===== src/rtl/axis_pkt_arbiter.sv =====
// axis_pkt_arbiter: packet-atomic N:1 AXI-Stream arbiter, one idle bubble per packet.
// Define AXIS_PKT_ARBITER_RR_EN for round-robin; otherwise lowest index wins.
module axis_pkt_arbiter #(
  parameter int N = 4,
  parameter int W = 4,
  parameter int U = 1
) (
  input  logic                   aclk,
  input  logic                   aresetn,
  input  logic [N-1:0]           s_tvalid,
  output logic [N-1:0]           s_tready,
  input  logic [N*8*W-1:0]       s_tdata,
  input  logic [N-1:0]           s_tlast,
  input  logic [N*U-1:0]         s_tuser,
  output logic                   m_tvalid,
  input  logic                   m_tready,
  output logic [8*W-1:0]         m_tdata,
  output logic                   m_tlast,
  output logic [U-1:0]           m_tuser,
  output logic [$clog2(N)-1:0]   m_tid,
  output logic                   busy
);
  localparam int IW = $clog2(N);
  localparam int DW = 8 * W;
  typedef enum logic {IDLE, GRANT} state_t;
  state_t state_q, state_d;
  logic [IW-1:0] grant_q, grant_d, sel;
`ifdef AXIS_PKT_ARBITER_RR_EN
  logic [IW-1:0] last_q;
  int cand;
  // walk offsets from far to near so the requester closest after last_q wins
  always_comb begin
    sel = last_q;
    cand = 0;
    for (int i = N; i >= 1; i--) begin
      cand = int'(last_q) + i;
      if (cand >= N) cand = cand - N;
      if (s_tvalid[cand]) sel = IW'(cand);
    end
  end
  always_ff @(posedge aclk or negedge aresetn)
    if (!aresetn) last_q <= IW'(N - 1);
    else if (state_q == IDLE && |s_tvalid) last_q <= sel;
`else
  always_comb begin
    sel = '0;
    for (int i = N - 1; i >= 0; i--)
      if (s_tvalid[i]) sel = IW'(i);
  end
`endif
  always_ff @(posedge aclk or negedge aresetn)
    if (!aresetn) begin
      state_q <= IDLE;
      grant_q <= '0;
    end else begin
      state_q <= state_d;
      grant_q <= grant_d;
    end
  always_comb begin
    state_d = state_q;
    grant_d = grant_q;
    if (state_q == IDLE && |s_tvalid) begin
      state_d = GRANT;
      grant_d = sel;
    end else if (state_q == GRANT && m_tvalid && m_tready && m_tlast) state_d = IDLE;
  end
  assign busy     = state_q == GRANT;
  assign m_tvalid = busy & s_tvalid[grant_q];
  assign m_tdata  = s_tdata[int'(grant_q)*DW +: DW];
  assign m_tlast  = s_tlast[grant_q];
  assign m_tuser  = s_tuser[int'(grant_q)*U +: U];
  assign m_tid    = grant_q;
  assign s_tready = busy ? N'(m_tready) << grant_q : '0;
endmodule


===== config.mk =====
export PLATFORM = sky130hd
export DESIGN_NAME = axis_pkt_arbiter
export DESIGN_NICKNAME = d
export VERILOG_FILES = /design/src/rtl/axis_pkt_arbiter.sv
export SDC_FILE = /design/constraint.sdc
export NUM_CORES = 1
export LEC_CHECK = 0
export CORE_UTILIZATION = 19
export DETAILED_ROUTE_END_ITERATION = 12
export GPL_TIMING_DRIVEN = 0
export HOLD_SLACK_MARGIN = 0.08
export PLACE_DENSITY = 0.83
export SYNTH_ARGS = -nofsm -noshare
export SYNTH_HDL_FRONTEND = slang
export SYNTH_SLANG_ARGS = --single-unit
export TNS_END_PERCENT = 50

===== constraint.sdc =====
create_clock -name aclk -period 1.5 [get_ports aclk]
set_clock_uncertainty 0.05 [all_clocks]
set_input_delay 0.45 -clock aclk [delete_from_list [all_inputs] [get_ports aclk]]
set_output_delay 0.45 -clock aclk [all_outputs]
set_load 0.05 [all_outputs]

# Yosys cells after proc, flatten, opt, wreduce, memory -nomap -nowiden
# Cells that the tools add are included.
totals:
  reg_bits: 3
  word_cells: 25
  output_inout_bits: 42
op_classes:
  mux: 11
  reduce_logical: 6
  shift: 3
  magnitude_cmp: 1
  bitwise: 2
op_table:
  columns: ["operator", "count"]
  rows:
  - ["variable part select 128 x 8 -> 32 bit", 1]
  - ["2-to-1 mux 2 bit", 4]
  - ["binary-select mux 1 bit (select 2 bit)", 2]
  - ["logical AND 1 bit", 4]
  - ["2-to-1 mux 1 bit", 4]
  - ["2-to-1 mux 4 bit", 1]
  - ["OR reduction 4 bit", 1]
  - ["variable part select 4 x 3 -> 1 bit", 1]
  - ["left shift 1 x 2 -> 4 bit", 1]
  - ["< comparator 2 x 3 -> 1 bit (second input constant)", 1]
  - ["nonzero test 2 bit", 1]
  - ["bitwise AND 1 bit", 1]
  - ["NOT 1 bit", 1]

# Depth between registers and ports, before layout
logic_depth:
  depth_word: 8
  depth_mapped: 4
  ltp_nobuf: 3

# Worst setup path after synthesis
# OpenSTA, ideal clock, no wires.
synth_path:
  path_type: "flip-flop to output port"
  start: "register grant_q[1], in the netlist m_tid[1]"
  end: "output s_tready[2]"
  setup_slack_ns: -0.888
  required_time_ns: 1.000
  arrival_time_ns: 1.888
  path_stages_with_launch: 5
  cell_sequence: "dfrtp_1 -> buf_4 -> buf_2 -> inv_1 -> nor2_1"
synth_between:
  elab_chain_len: 2
synth_lines:
  columns: ["element", "line_no", "text"]
  rows:
  - ["start: declaration", "27", "logic [IW-1:0] grant_q, grant_d, sel;"]
  - ["start signal: assignment", "57", "grant_q <= grant_d;"]
  - ["left shift 1 x 2 -> 4 bit", "73", "assign s_tready = busy ? N'(m_tready) << grant_q : '0;"]
  - ["2-to-1 mux 4 bit", "73", null]
  - ["end: declaration", "11", "output logic [N-1:0] s_tready,"]
# Every way passes these cells.

# Worst setup path after layout
layout_path:
  start: "register grant_q[0], in the netlist m_tid[0]"
  end: "output m_tdata[23]"
layout_between:
  elab_chain_len: 1
layout_lines:
  columns: ["element", "line_no", "text"]
  rows:
  - ["variable part select 128 x 8 -> 32 bit", "69", "assign m_tdata = s_tdata[int'(grant_q)*DW +: DW];"]
  - ["end: declaration", "17", "output logic [8*W-1:0] m_tdata,"]
# Every way passes these cells.

==> flow_summary_export.csv <==
group,metric,value,unit
critical_path,reg2regPathDepth,3,
critical_path,critPathMaxFanout,10,
global_routing,grt_pass1_wl,8845,um
power,fin_total_pwr,6.426,mW
drt,dr.first_iter.drc_count,22,
layout,final_cell_mix,"137 x clkdlybuf4s50_1, 34 x mux4_2, 33 x buf_6, 8 x buf_4, 6 x buf_2",
layout,final_common_cell,"clkdlybuf4s50_1",
drt,vias_per_cell,4.609,
cts,cts_sinks,3,
cts,clk_pin_slew,30,ps
timing,finalSetupViolCount,40,
timing,fin_crit_sh,1.386,
logic_synthesis,yosysTopAreaCell,"mux4_2",
floorplan,core_area,5238,um2
drt,drc,0,
placement,dp_cells,322,
cts,cts_tree,"done",
logic_synthesis,synth_seq_area_share,0.07126,
drt,m1WireLength,1884,um
cts,root_buffer,"clkbuf_8",
floorplan,die_w,76.47,um
cts,htree_levels,1,
floorplan,die_h,76.47,um
power,vdd_drop_max,1.239,mV
placement,port_buffers,184,
layout,n_antenna_cell,0,
logic_synthesis,synth_warnings,0,
logic_synthesis,syn_nets,211,
critical_path,cp_data_required_time,1000,ps
layout,syn2layout_area_growth,198.8,%
timing,slew_viol_final,0,
hold_path,hp-class,"in2async",
critical_path,worstReg2RegEnd,"busy",
timing,rsz0062_at_grt,"true",
drt,drt_pass1_iterations,3,
drt,vias,1521,
drt,routed.top_layer,"met4",
power,power_leakage,1.213,nW
floorplan,die_area,5847,um2
drt,dr_wl_met3,455,um
timing,hold_ws,361.6,ps
critical_path,cp-end-kind,"output port",
timing,tightest_slew,502.5,ps
logic_synthesis,ys_top_cells_by_area,"mux4_2 73%, dfrtp_1 7.1%, buf_12 3.8%",
floorplan,ios,185,
timing,fmax,0.4811,GHz
cts,clock_latency,220,ps
timing,max_slew_margin,0.6664,
logic_synthesis,yosysUniqueCellTypes,18,
global_routing,grt_pass1_vias,1774,
drt,routed-wl-met2,3182,um
global_routing,grt_max_degree,11,
floorplan,core.rowCount,26,
layout,layout.cells.non_filler,330,
power,powerDensity,2041,nW/um2
critical_path,cp.arrival,1580,ps
cts,cts_buffers,3,
placement,place_congestion,0.7438,
timing,finalHoldViolCount,0,
outcome,violations,"negative setup slack",
logic_synthesis,synth.avg_cell_area,15.49,um2
drt,postRouteAntennaNets,0,
layout,fin_area,3148,um2
global_routing,grt.total_usage,0.1926,
critical_path,timing.rr.start,"m_tid[1]",
layout,nets,404,
logic_synthesis,synthesis.instances,68,
critical_path,ff2ff_setup_slack,110,ps
global_routing,globalRouteOverflowTotal,0,
logic_synthesis,synth.cell_area,1054,um2
layout,drive_gt1_frac,0.3846,
layout,utilization,0.6011,
placement,place_area,3025,um2
global_routing,antenna_found_initial,0,
logic_synthesis,ys_ff_latch,3,
critical_path,start_kind,"register",
timing,period_needed,2078,ps
drt,routedWlPerCell,16.78,um
critical_path,path_class,"reg2out",
drt,totalWireLength,5539,um
floorplan,start_util,0.2011,
logic_synthesis,yosysTopAreaCellShare,0.7268,
placement,post-dp-hpwl,4879,um
cts,ctsHoldBuffers,0,
outcome,status,"complete, but fails checks",
run,cap_viol_max_count,0,
cts,clock_path_buffers,2,
timing,fin_ws,-578.4,ps
[how the worst max path moves through the flow]
stage,start,end,slack [ps],cells past startpoint
after floorplan,m_tid[0],m_tdata[10],-530,3
after global routing,m_tid[0],m_tuser,-630,3
after detailed placement,s_tvalid[3],m_tvalid,-1310,4
final,m_tid[0],m_tdata[23],-580,4
after global placement,s_tvalid[3],m_tvalid,-1280,4
after CTS,m_tid[0],m_tdata[23],-600,4
[power breakdown]
part	switching, mW	total (mW)	internal (mW)
clock	0.0533	0.234	0.181
combinational	3.35	5.99	2.64
sequential	0.0702	0.197	0.127
[critical path: stages, from the launching register on]
cell     delay, ps
dfrtp_2        380
buf_12         140
buf_12         150
mux4_2         520
buf_6          170
[sequential cells by signal (all words and copies together) (netlist names)]
name and flops:
m_tid 2, busy 1
[logic make-up (layout without fill, tap and decap cells)]
logic type	Yosys count	count (layout)	share of synthesized area
buffers and inverters	10	202	0.08432
AOI/OAI and AO/OA	6	6	0.03802
and+or+nand+nor	12	12	0.05107
muxes	37	37	0.7553
DFF	3	3	0.07126
[per-stage QoR]
step / setup TNS [ps] / setup slack [ps]
floorplan: -18950 / -532.6
global placement: -41210 / -1275
detailed placement: -41760 / -1306
CTS: -21270 / -597.7
global route: -22850 / -634.5
finish: -20610 / -578.4
[timing repair]
item,CTS,global route
pin swaps,1,1
resized for setup,289,2
buffers inserted,4,0
setup endpoints to repair,43,41
[synth_stat cells (all sizes together)]
library cell,number
and2,1
buf,8
a22oi,1
o21bai,1
a21oi,2
inv,2
mux2i,3
o22ai,1
dfrtp,3
mux4,34
nor3,1
nand3b,1
nor2,8
nand3,1
o22a,1
[area by class of cell]
type	count	area (um2)
plain buffers	8	112.6
clock buffers	4	45.04
fillers	451	2090
inverters	2	7.507
multi-input cells	55	930.9
flip-flops and latches	3	78.83
well taps	70	87.58
repair buffers	188	1886
[metal layers]
| layer | track usage | up-vias |
|---|---|---|
| met2 | 0.4108 | 91 |
| li1 | - | 696 |
| met4 | 0.01731 | 0 |
| met3 | 0.04790 | 2 |
| met1 | 0.1857 | 732 |
| met5 | 0 | - |
No activity file was read; power rests on OpenSTA's default activity.
